File: src/rtl/pcs_sync_if.sv
// Code-group bus between the PMA/deserializer side and the PCS sync stage.
// loss_cnt exists only when PCS_SYNC_LOSS_CNT_EN is defined.
interface pcs_sync_if #(
  parameter int CNT_W = 8
);
  logic       signal_detect;
  logic [9:0] rx_code_group;
  logic [9:0] rx_code_group_o;
  logic       sync_status;
  logic       rx_even;
  logic       cgbad_o;
`ifdef PCS_SYNC_LOSS_CNT_EN
  logic [CNT_W-1:0] loss_cnt;
`endif

  if (CNT_W < 1) begin : g_bad_cnt_w
    $error("pcs_sync_if: CNT_W must be at least 1");
  end

  modport master (
    output signal_detect, rx_code_group,
`ifdef PCS_SYNC_LOSS_CNT_EN
    input  loss_cnt,
`endif
    input  rx_code_group_o, sync_status, rx_even, cgbad_o
  );

  modport slave (
    input  signal_detect, rx_code_group,
`ifdef PCS_SYNC_LOSS_CNT_EN
    output loss_cnt,
`endif
    output rx_code_group_o, sync_status, rx_even, cgbad_o
  );
endinterface

File: src/rtl/pcs_sync.sv
// 1000BASE-X PCS code-group synchronization (clause 36 sync state machine).
// Optional saturating loss-of-sync counter enabled by PCS_SYNC_LOSS_CNT_EN.
module pcs_sync #(
  parameter int GOOD_CGS_MAX = 3,
  parameter int CNT_W        = 8
) (
  input logic        GTX_CLK,
  input logic        mr_main_reset,
  pcs_sync_if.slave  bus
);
  typedef enum logic [3:0] {
    LOSS_OF_SYNC, COMMA_DETECT_1, ACQUIRE_SYNC_1, COMMA_DETECT_2,
    ACQUIRE_SYNC_2, COMMA_DETECT_3, SYNC_ACQUIRED_1,
    SYNC_ACQUIRED_2, SYNC_ACQUIRED_2A, SYNC_ACQUIRED_3, SYNC_ACQUIRED_3A,
    SYNC_ACQUIRED_4, SYNC_ACQUIRED_4A
  } state_t;

  localparam logic [1:0] GOOD_MAX = 2'(GOOD_CGS_MAX);

  state_t     state, next_state;
  logic [1:0] good_cgs, good_next;
  logic       rx_even_q, sync_q, cgbad_q;
  logic [9:0] cg_q;
  logic       comma, valid, is_k, is_d, cgbad;

  if (CNT_W < 1) begin : g_bad_cnt_w
    $error("pcs_sync: CNT_W must be at least 1");
  end

  // Both running-disparity columns are accepted; disparity itself is not tracked.
  always_comb begin
    is_k  = 1'b0;
    valid = 1'b0;
    case (bus.rx_code_group)
      10'b0011111010, 10'b1100000101,
      10'b1101101000, 10'b0010010111,
      10'b1011101000, 10'b0100010111,
      10'b1110101000, 10'b0001010111: begin
        is_k  = 1'b1;
        valid = 1'b1;
      end
      10'b1010010110,
      10'b0110110101, 10'b1001000101,
      10'b1001110100, 10'b0110001011,
      10'b0111010100, 10'b1000101011,
      10'b1011010100, 10'b0100101011,
      10'b1100011011, 10'b1100010100,
      10'b1101010100, 10'b0010101011,
      10'b1010011011, 10'b1010010100,
      10'b0110011011, 10'b0110010100,
      10'b1110001011, 10'b0001110100: valid = 1'b1;
      default: valid = 1'b0;
    endcase
    comma = (bus.rx_code_group[9:3] == 7'b0011111) ||
            (bus.rx_code_group[9:3] == 7'b1100000);
    is_d  = valid && !is_k;
    cgbad = !valid || (comma && rx_even_q);
  end

  always_comb begin
    next_state = LOSS_OF_SYNC;
    good_next  = good_cgs;
    case (state)
      LOSS_OF_SYNC:   next_state = (valid && comma) ? COMMA_DETECT_1 : LOSS_OF_SYNC;
      COMMA_DETECT_1: next_state = is_d ? ACQUIRE_SYNC_1 : LOSS_OF_SYNC;
      ACQUIRE_SYNC_1:
        if (cgbad)                      next_state = LOSS_OF_SYNC;
        else if (comma && !rx_even_q)   next_state = COMMA_DETECT_2;
        else                            next_state = ACQUIRE_SYNC_1;
      COMMA_DETECT_2: next_state = is_d ? ACQUIRE_SYNC_2 : LOSS_OF_SYNC;
      ACQUIRE_SYNC_2:
        if (cgbad)                      next_state = LOSS_OF_SYNC;
        else if (comma && !rx_even_q)   next_state = COMMA_DETECT_3;
        else                            next_state = ACQUIRE_SYNC_2;
      COMMA_DETECT_3: next_state = is_d ? SYNC_ACQUIRED_1 : LOSS_OF_SYNC;
      SYNC_ACQUIRED_1: begin
        next_state = cgbad ? SYNC_ACQUIRED_2 : SYNC_ACQUIRED_1;
        good_next  = 2'd0;
      end
      SYNC_ACQUIRED_2:
        if (cgbad) begin next_state = SYNC_ACQUIRED_3;  good_next = 2'd0; end
        else       begin next_state = SYNC_ACQUIRED_2A; good_next = 2'd1; end
      SYNC_ACQUIRED_3:
        if (cgbad) begin next_state = SYNC_ACQUIRED_4;  good_next = 2'd0; end
        else       begin next_state = SYNC_ACQUIRED_3A; good_next = 2'd1; end
      SYNC_ACQUIRED_4:
        if (cgbad) begin next_state = LOSS_OF_SYNC;     good_next = 2'd0; end
        else       begin next_state = SYNC_ACQUIRED_4A; good_next = 2'd1; end
      // Recovery states: the good count is compared before it is bumped.
      SYNC_ACQUIRED_2A:
        if (cgbad)                       begin next_state = SYNC_ACQUIRED_3;  good_next = 2'd0; end
        else if (good_cgs == GOOD_MAX)   begin next_state = SYNC_ACQUIRED_1;  good_next = 2'd0; end
        else begin
          next_state = SYNC_ACQUIRED_2A;
          if (good_cgs != 2'd3) good_next = good_cgs + 2'd1;
        end
      SYNC_ACQUIRED_3A:
        if (cgbad)                       begin next_state = SYNC_ACQUIRED_4;  good_next = 2'd0; end
        else if (good_cgs == GOOD_MAX)   begin next_state = SYNC_ACQUIRED_2;  good_next = 2'd0; end
        else begin
          next_state = SYNC_ACQUIRED_3A;
          if (good_cgs != 2'd3) good_next = good_cgs + 2'd1;
        end
      SYNC_ACQUIRED_4A:
        if (cgbad)                       begin next_state = LOSS_OF_SYNC;     good_next = 2'd0; end
        else if (good_cgs == GOOD_MAX)   begin next_state = SYNC_ACQUIRED_3;  good_next = 2'd0; end
        else begin
          next_state = SYNC_ACQUIRED_4A;
          if (good_cgs != 2'd3) good_next = good_cgs + 2'd1;
        end
      default: next_state = LOSS_OF_SYNC;
    endcase
    if (!bus.signal_detect) begin
      next_state = LOSS_OF_SYNC;
      good_next  = 2'd0;
    end
  end

  always_ff @(posedge GTX_CLK) begin
    if (mr_main_reset) begin
      state     <= LOSS_OF_SYNC;
      good_cgs  <= 2'd0;
      rx_even_q <= 1'b0;
      sync_q    <= 1'b0;
      cgbad_q   <= 1'b0;
      cg_q      <= 10'd0;
    end else begin
      state     <= next_state;
      good_cgs  <= good_next;
      rx_even_q <= (next_state inside {COMMA_DETECT_1, COMMA_DETECT_2, COMMA_DETECT_3})
                   ? 1'b1 : ~rx_even_q;
      sync_q    <= next_state inside {SYNC_ACQUIRED_1, SYNC_ACQUIRED_2, SYNC_ACQUIRED_2A,
                                      SYNC_ACQUIRED_3, SYNC_ACQUIRED_3A,
                                      SYNC_ACQUIRED_4, SYNC_ACQUIRED_4A};
      cgbad_q   <= cgbad;
      cg_q      <= bus.rx_code_group;
    end
  end

  assign bus.rx_code_group_o = cg_q;
  assign bus.sync_status     = sync_q;
  assign bus.rx_even         = rx_even_q;
  assign bus.cgbad_o         = cgbad_q;

`ifdef PCS_SYNC_LOSS_CNT_EN
  logic [CNT_W-1:0] loss_q;
  logic             in_sync;

  assign in_sync = state inside {SYNC_ACQUIRED_1, SYNC_ACQUIRED_2, SYNC_ACQUIRED_2A,
                                 SYNC_ACQUIRED_3, SYNC_ACQUIRED_3A,
                                 SYNC_ACQUIRED_4, SYNC_ACQUIRED_4A};

  always_ff @(posedge GTX_CLK) begin
    if (mr_main_reset)
      loss_q <= '0;
    else if (in_sync && next_state == LOSS_OF_SYNC && loss_q != {CNT_W{1'b1}})
      loss_q <= loss_q + 1'b1;
  end

  assign bus.loss_cnt = loss_q;
`endif
endmodule
File: src/flat_wrapper.sv
// flat-port wrapper written by rule: the top's interface ports become plain ports
module pcs_sync_flat 
#(
  parameter int GOOD_CGS_MAX = 3,
  parameter int CNT_W        = 8
)
  (GTX_CLK, mr_main_reset, bus_signal_detect, bus_rx_code_group, bus_rx_code_group_o, bus_sync_status, bus_rx_even, bus_cgbad_o);
  pcs_sync_if #(.CNT_W(CNT_W)) bus_i ();
  input logic GTX_CLK;
  input logic mr_main_reset;
  input wire logic [$bits(bus_i.signal_detect)-1:0] bus_signal_detect;
  input wire logic [$bits(bus_i.rx_code_group)-1:0] bus_rx_code_group;
  output wire logic [$bits(bus_i.rx_code_group_o)-1:0] bus_rx_code_group_o;
  output wire logic [$bits(bus_i.sync_status)-1:0] bus_sync_status;
  output wire logic [$bits(bus_i.rx_even)-1:0] bus_rx_even;
  output wire logic [$bits(bus_i.cgbad_o)-1:0] bus_cgbad_o;
  assign bus_i.signal_detect = bus_signal_detect;
  assign bus_i.rx_code_group = bus_rx_code_group;
  assign bus_rx_code_group_o = bus_i.rx_code_group_o;
  assign bus_sync_status = bus_i.sync_status;
  assign bus_rx_even = bus_i.rx_even;
  assign bus_cgbad_o = bus_i.cgbad_o;
  pcs_sync #(.GOOD_CGS_MAX(GOOD_CGS_MAX), .CNT_W(CNT_W)) u_core (.GTX_CLK(GTX_CLK), .mr_main_reset(mr_main_reset), .bus(bus_i));
endmodule
File: config.mk
export PLATFORM = sky130hd
export DESIGN_NAME = pcs_sync_flat
export DESIGN_NICKNAME = d
export VERILOG_FILES = /design/src/rtl/pcs_sync_if.sv /design/src/rtl/pcs_sync.sv /design/src/flat_wrapper.sv
export SDC_FILE = /design/constraint.sdc
export NUM_CORES = 1
export LEC_CHECK = 0
export CORE_MARGIN = 3
export CORE_UTILIZATION = 56
export CTS_BUF_LIST = sky130_fd_sc_hd__clkbuf_16
export DETAILED_ROUTE_END_ITERATION = 8
export GPL_TIMING_DRIVEN = 0
export PLACE_DENSITY_LB_ADDON = 0.05
export SETUP_SLACK_MARGIN = 0.1
export SYNTH_ARGS = -nofsm -noshare
export SYNTH_HDL_FRONTEND = slang
export SYNTH_SLANG_ARGS = --single-unit
export TNS_END_PERCENT = 30
File: constraint.sdc
create_clock -name GTX_CLK -period 3.6 [get_ports GTX_CLK]
set_clock_uncertainty 0.15 [all_clocks]
set_input_delay 0.36 -clock GTX_CLK [delete_from_list [all_inputs] [get_ports GTX_CLK]]
set_output_delay 0.36 -clock GTX_CLK [all_outputs]
set_load 0.1 [all_outputs]
# Word level (Yosys, flattened, before mapping)
# Cells that the tools add are included.
[word_totals]
in_bits = 13
word_cells = 110
regBits = 19
[classes]
n_bitwise = 2
mux = 28
addsub = 1
n_reduce_logical = 19
n_eq_ne = 54
[ops]
columns = ["operator", "count"]
rows = [
  ["10-bit == test, second input constant", 15],
  ["10-bit by 9-bit == test with 1-bit output, second input constant", 7],
  ["4-bit one-hot mux with 13 select lines", 1],
  ["4-bit == test, second input constant", 10],
  ["4-bit 2-to-1 mux", 9],
  ["10-bit by 8-bit == test with 1-bit output, second input constant", 3],
  ["4-bit by 3-bit == test with 1-bit output, second input constant", 7],
  ["27-bit OR reduction", 1],
  ["10-bit by 7-bit == test with 1-bit output, second input constant", 2],
  ["4-bit by 2-bit == test with 1-bit output, second input constant", 3],
  ["1-bit 2-to-1 mux", 10],
  ["3-bit 2-to-1 mux", 3],
  ["4-bit by 1-bit == test with 1-bit output, second input constant", 2],
  ["2-bit 2-to-1 mux", 4],
  ["8-bit OR reduction", 1],
  ["7-bit by 5-bit == test with 1-bit output, second input constant", 1],
  ["7-bit == test, second input constant", 1],
  ["7-bit nonzero test", 1],
  ["2-bit one-hot mux with 3 select lines", 1],
  ["3-bit nonzero test", 2],
  ["3-bit OR reduction", 2],
  ["1-bit logical AND", 4],
  ["4-bit zero test", 1],
  ["4-bit by 1-bit != test with 1-bit output, second input constant", 1],
  ["8 further kinds", 12],
]

# Longest topological paths before layout
# Gate-level depths: netlist of run 1.
[depth]
word_depth = 11
ltp_mapped = 9
ltp_nobuf = 8

# Worst setup path before layout of run 1
# Ideal clock, no wire load.
[synth_path]
path_type = "input to register"
from = "in bus_rx_code_group[6]"
to = "reg u_core.sync_q, in the netlist u_core.bus.sync_status"
cell_stages = 9
n_path_buf = 1
t_required_ps = 3332
setup_slack_ps = 1259
setup_time_ps = 118
t_arrival_ps = 2072
cell_sequence = "buf_6 > and2b_1 > a311oi_2 > a211oi_1 > nor4_4 > a21oi_4 > a221oi_2 > o211ai_2 > nor2b_4"
[synth_between]
elab_chain_cells = 10
word_cells_on_any_way = 66
classes_between = "36 x eq/ne; 19 x mux; 11 x reduce/logical"
[synth_rtl]
columns = ["element", "line", "source"]
rows = [
  ["start, declared", "flat_wrapper.sv:12", "input wire logic [$bits(bus_i.rx_code_group)-1:0] bus_rx_code_group;"],
  ["10-bit by 8-bit == test with 1-bit output (tied with other cells)", "pcs_sync.sv:34", "case (bus.rx_code_group)"],
  ["27-bit OR reduction (no line) or 8-bit OR reduction (tied branches)", "-", ""],
  ["1-bit 2-to-1 mux", "pcs_sync.sv:34", ""],
  ["1-bit zero test, on equally long branches", "pcs_sync.sv:57, pcs_sync.sv:56", ""],
  ["1-bit logical OR or 1-bit logical AND (tied branches)", "pcs_sync.sv:57, pcs_sync.sv:56", ""],
  ["4-bit 2-to-1 mux (tied with other cells)", "pcs_sync.sv:105", "if (cgbad) begin next_state = LOSS_OF_SYNC; good_next = 2'd0; end"],
  ["4-bit one-hot mux with 13 select lines (*)", "pcs_sync.sv:63", "case (state)"],
  ["4-bit 2-to-1 mux (*)", "pcs_sync.sv:113", "if (!bus.signal_detect) begin"],
  ["4-bit by 3-bit == test with 1-bit output or 4-bit == test (tied branches)", "pcs_sync.sv:132", "sync_q <= next_state inside {SYNC_ACQUIRED_1, SYNC_ACQUIRED_2, SYNC_ACQUIRED_2A,"],
  ["7-bit nonzero test (*)", "pcs_sync.sv:132", ""],
  ["end signal, assigned", "pcs_sync.sv:132", ""],
  ["end, declared", "pcs_sync.sv:22", "logic rx_even_q, sync_q, cgbad_q;"],
]
# Every way passes the cells marked *; elsewhere a longest branch is shown, timed or not.
# A chain may end at the register's enable or synchronous reset.

# Worst setup path in the final report of run 1
[layout_path]
from = "in bus_rx_code_group[9]"
to = "reg u_core.sync_q, in the netlist u_core.bus.sync_status"
# The elaborated chain is that of the path after synthesis.

==> results of run 1 <==
[registers in the layout, indices dropped and copies added, names as in the netlist]
| name | count |
|---|---|
| u_core.bus.cgbad_o | 1 |
| u_core.bus.sync_status | 1 |
| u_core.bus.rx_code_group_o | 10 |
| u_core.state | 4 |
| u_core.bus.rx_even | 1 |
| u_core.good_cgs | 2 |
[cells by family after synthesis]
kind of cell	count (synthesis)	share of synthesized area [%]
AND/OR/NAND/NOR	78	36.3
buffers and inverters	18	6.60
multiplexers	2	1.45
adder cells (fa/ha/maj)	1	0.904
XOR/XNOR	5	3.16
AO/OA/AOI/OAI	38	24.1
flip-flops	19	27.5
[worst min-delay path, cell delays in order]
cell    delay [ns]
buf_4         0.15
inv_2         0.08
nor2_1        0.04
[through the flow]
stage / setup WS, ns / std cells
2_1_floorplan: 1.26 / 161
3_5_place_dp: 0.489 / 213
3_3_place_gp: 0.508 / 213
4_1_cts: 0.751 / 217
6_report: 0.720 / 217
5_1_grt: 0.528 / 217
[cell usage after synthesis, types with 2 or more instances]
cell,n,area [um2]
mux2i_1,2,20.0
a221oi_2,2,30.0
inv_1,5,18.8
nand4_1,3,18.8
nand2b_1,2,12.5
buf_1,3,11.3
xor2_1,4,35.0
buf_6,2,22.5
nor3b_2,2,25.0
o21ai_0,4,20.0
and2_1,2,12.5
nand3b_1,2,15.0
nor3b_1,4,30.0
dfxtp_1,19,380
a211oi_1,2,15.0
a32oi_1,2,17.5
or3_1,2,12.5
buf_2,4,20.0
nand2_1,11,41.3
a22oi_1,2,15.0
nor2_1,19,71.3
a31oi_1,4,25.0
nor2b_1,12,75.1
nor3_1,2,10.0
nand3_1,2,10.0
clkbuf_1,2,7.51
a21oi_1,5,25.0
and4bb_1,3,37.5
and3b_1,2,17.5
[layout make-up]
cell class | count | area (um2)
Buffer | 12 | 68.8
Inverter | 6 | 22.5
Clock buffer | 3 | 75.1
Tap cell | 28 | 35.0
Timing Repair Buffer | 24 | 240
Sequential cell | 19 | 380
Clock inverter | 1 | 3.75
Fill cell | 169 | 538
Multi-Input combinational cell | 124 | 912
[per-layer routing]
layer	vias to the layer above	wire (um)	global-route usage, %
met2	76	1660	37.5
li1	650	-	-
met3	10	294	3.48
met1	650	1660	34.7
met5	-	0	0
met4	0	61	6.25
[power by group through the flow]
stage               sequential, mW  clock [mW]  combinational (mW)
finish                       0.221       0.224               0.137
global route                 0.221       0.230               0.142
CTS                          0.221       0.222               0.137
detailed placement           0.225           0               0.135
global placement             0.225           0               0.133
floorplan                    0.280           0              0.0406
[path summary, 6_finish.rpt]
kind                        start  slack (ns)                            end
max          bus_rx_code_group[9]        0.72         u_core.bus.sync_status
min          bus_rx_code_group[1]        0.29  u_core.bus.rx_code_group_o[1]
max reg2reg       u_core.state[0]        1.47         u_core.bus.sync_status
min reg2reg    u_core.good_cgs[1]        0.35             u_core.good_cgs[1]
==> metrics.cfg, run 1 <==
[outcome]
outcome = finished clean

[global_routing]
antenna_found_initial = 0
grt_pass1_wl_um = 6070
gr-total-overflow = 0
grt_pass1_vias = 1247
grt_max_degree = 11
track_usage_pct = 24.1

[sta]
hold_slack_ns = 0.286
worst-slew-pin-transition_ns = 0.972
fin_crit_sh_pct = 80.0
slew_headroom_pct = 35.0
fmax_mhz = 347
drv_slew = 0
fin_crit_ns = 2.88
finalSetupViolations = 0
hold_violations = 0
fin_tns_setup_ns = 0
rsz0062_at_grt = no

[worst_setup_path]
start_kind = input port
crit_chain = clkdlybuf4s50_1, buf_6, and3b_1, a311oi_2, a211oi_1, nor4_4, a21oi_4, a221oi_2, o211ai_2, nor2b_4
end_kind = flop
cpMaxStageDelayCell = clkdlybuf4s50_1
critPathArrivalTime_ns = 2.87
worst_path_largest_cell_delay_ns = 0.51
crit_fanout = 10
cp.buffers_inverters = 2
critPathRequiredTime_ns = 3.59
path_class = input port to flop
cp.depth = 10
r2r_cells = 7
cp_top_family = compound AO/OA/AOI/OAI gates

[place]
place.gp.congestion = 0.962
hpwl_um = 2650
place_area_mm2 = 0.00166
port_buffers = 24

[cts]
post_cts_buffers = 0
numCtsBuffers = 3
cts_hold_buf = 0
path_clk_slew_ns = 0.06
clk_latency_ns = 0.25
htree_levels = 1
root_buffer = clkbuf_16
clock_sinks = 19
cts.repair.resized = 0
cts_tree = yes
ctsLongestPathBuffers = 2

[layout]
drive_gt1_share_pct = 13.8
nets = 204
utilization_pct = 76.4
layout_commonest_cell = clkdlybuf4s50_1
final_cell_area_mm2 = 0.00174
diodes = 0
syn_to_final_growth_pct = 25.6
layout_common_cells = clkdlybuf4s50_1, nor2_1, dfxtp_1

[logic_synthesis]
synth.yosys.seq_area_share_pct = 27.5
yosysUniqueCellTypes = 60
syn_inst = 161
synth_area_mm2 = 0.00138
synth_ff_type = dfxtp_1
async_reset_ff_share_pct = 0
yosysWarnings = 0
ys_seq_elements = 19
synth_area_per_cell_um2 = 8.60
syn_nets = 175
synth_edf_count = 0

[floorplan]
num_io_pins = 26
die-area_mm2 = 0.00310
initial_utilization_pct = 60.8
core_mm2 = 0.00228
fp-row-count = 17
dieWidth_um = 55.7
die_y_um = 55.7

[route]
dr.pass1.iters = 4
wl_per_cell_um = 16.9
wl_um = 3670
drt-vias-per-instance = 6.39
vias = 1386
drc_errors = 0
first_iter_violations = 68
final_antenna_net_count = 0

[power]
power.internal_mw = 0.409
fin_total_pwr_mw = 0.582
leakage_nw = 0.635
switching_share_pct = 29.7
switchingPower_mw = 0.173
pwr-share-clk_pct = 38.5
seqPwrFrac_pct = 38.0
power_frac_comb_pct = 23.6
ir_worst_vdd_mv = 0.240
power.density_mw_per_mm2 = 335

[min_path]
hold_path.class = input port to flop
whs_path_depth = 3

[flow_run]
cap_violations = 0

Note: power is estimated with default switching activity, not from simulation.
==> run 2: changes to the inputs <==
CORE_UTILIZATION = 52   (was 56)
clock period = 2.9 ns   (was 3.6 ns; I/O delays follow)
==> run 2 against run 1 <==
Net effect: non-clock buffer count up 5; utilization decreased by 1.6 points; via count down 3.3%; cell count up 3.2%; cell area grew 7.6%; power is 24% higher; flip-flop and latch count stayed put; count of clock-buffer cells in the layout did not move; clock power rose by 21%; critical endpoint unchanged; highest routed layer unchanged.
==> metrics.cfg, run 2 (synthesis gave the netlist of run 1 again) <==
[power]
ir_worst_vdd_mv = 0.371
switchingPower_mw = 0.209
switching_share_pct = 29.1
power.internal_mw = 0.511
fin_total_pwr_mw = 0.721
power.density_mw_per_mm2 = 386
power_frac_comb_pct = 24.5
seqPwrFrac_pct = 38.0
pwr-share-clk_pct = 37.5
leakage_nw = 0.688

[cts]
numCtsBuffers = 3
root_buffer = clkbuf_16
ctsLongestPathBuffers = 2
cts_tree = yes
clk_latency_ns = 0.24
cts_hold_buf = 0
clock_sinks = 19
path_clk_slew_ns = 0.05
htree_levels = 1

[global_routing]
track_usage_pct = 21.2
antenna_found_initial = 0
grt_max_degree = 11
grt_pass1_vias = 1197
grt_pass1_wl_um = 5580
gr-total-overflow = 0

[layout]
layout_common_cells = clkdlybuf4s50_1, nor2_1, dfxtp_1
nets = 209
diodes = 0
largest_reg_flops = 10
final_cell_count_no_fill = 224
syn_to_final_growth_pct = 35.1
layout_commonest_cell = clkdlybuf4s50_1
drive_gt1_share_pct = 20.1

[route]
wl_um = 3580
top_layer = met4
wl_met3_um = 302
drt-vias-per-instance = 5.98
drc_errors = 0
vias = 1340
final_antenna_net_count = 0
wl_met2_um = 1570
first_iter_violations = 73
wl_met1_um = 1670
dr.pass1.iters = 4
wl_per_cell_um = 16.0

[worst_setup_path]
cpMaxStageDelayCell = clkdlybuf4s50_1
worst_path_largest_cell_delay_ns = 0.45
crit_end = u_core.bus.sync_status
critPathRequiredTime_ns = 2.94
path_class = input port to flop
critPathLaunch = bus_rx_code_group[6]
r2r-end = u_core.bus.sync_status
crit_chain = clkdlybuf4s50_1, buf_6, nor3b_4, nand4_1, a211oi_2, nor4_4, buf_4, a21oi_4, a31oi_1, o211ai_2, nor2b_4
end_kind = flop
crit_fanout = 10
start_kind = input port
r2r_slack_ns = 0.70
r2r_cells = 7
critPathArrivalTime_ns = 2.77
reg2reg_from = u_core.state[0]

[sta]
hold_slack_ns = 0.221
rsz0062_at_grt = no
slew_headroom_pct = 35.2
fin_crit_ns = 2.73
setup_slack_ns = 0.169
hold_violations = 0
drv_slew = 0
finalSetupViolations = 0
fmax_mhz = 366
fin_crit_sh_pct = 94.2
worst-slew-pin-transition_ns = 0.969

[floorplan]
fp-row-count = 18
num_io_pins = 26
core_mm2 = 0.00250
die-area_mm2 = 0.00332
die_y_um = 57.6
initial_utilization_pct = 55.4
dieWidth_um = 57.6

[place]
port_buffers = 24
place.gp.congestion = 0.929
place_ws_ns = -0.167
place_inst = 215
hpwl_um = 2510

[flow_run]
cap_violations = 0

[outcome]
outcome = finished clean

[min_path]
min_from = bus_rx_code_group[1]
hold_path.class = input port to flop

==> run 2: per-stage QoR <==
stage	util, %	cell area [um2]	setup TNS, ns
CTS	69.6	1740	0
global placement	66.5	1660	-0.223
detailed placement	66.5	1660	-0.238
floorplan	-	1380	0
finish	74.8	1870	0
global route	74.8	1870	0
==> run 2: what timing repair did <==
item / 4_1_cts / 5_1_grt
pin swaps: 1 / 5
setup buffers: 0 / 5
gates resized for setup: 0 / 17
endpoints found under the setup margin: 1 / 3
==> run 2: worst min-delay path by stage <==
| stage | to | cells past startpoint | slack (ns) |
|---|---|---|---|
| 2_1_floorplan | u_core.bus.rx_code_group_o[2] | 1 | 0.21 |
| 3_3_place_gp | u_core.good_cgs[1] | 2 | 0.32 |
| 3_5_place_dp | u_core.good_cgs[1] | 2 | 0.37 |
| 4_1_cts | u_core.bus.rx_code_group_o[1] | 3 | 0.19 |
| 5_1_grt | u_core.bus.rx_code_group_o[1] | 3 | 0.24 |
| 6_report | u_core.bus.rx_code_group_o[1] | 3 | 0.22 |
==> run 2: cell type report <==
class,instances,area (um2)
Clock buffer,3,75.1
Fill cell,182,631
Clock inverter,1,3.75
Inverter,6,22.5
Tap cell,30,37.5
Timing Repair Buffer,29,283
Multi-Input combinational cell,124,991
Sequential cell,19,380
Buffer,12,76.3
==> run 2: worst max-delay path: cells and delay by family <==
family | cells | cell delay (ns)
and+or+nand+nor | 4 | 0.66
AOI/OAI and AO/OA | 4 | 1.03
buffers and inverters | 3 | 0.79
==> run 2: routing by layer <==
layer	up-vias	track usage (%)
li1	660	-
met1	618	33.5
met2	58	29.5
met3	4	2.71
met4	0	6.29
met5	-	0
==> run 2: power groups by stage <==
stage | clock (mW) | sequential (mW) | combinational [mW]
6_report | 0.270 | 0.274 | 0.177
5_1_grt | 0.287 | 0.275 | 0.184
4_1_cts | 0.277 | 0.274 | 0.169
3_5_place_dp | 0 | 0.279 | 0.168
3_3_place_gp | 0 | 0.279 | 0.166
2_1_floorplan | 0 | 0.347 | 0.0504
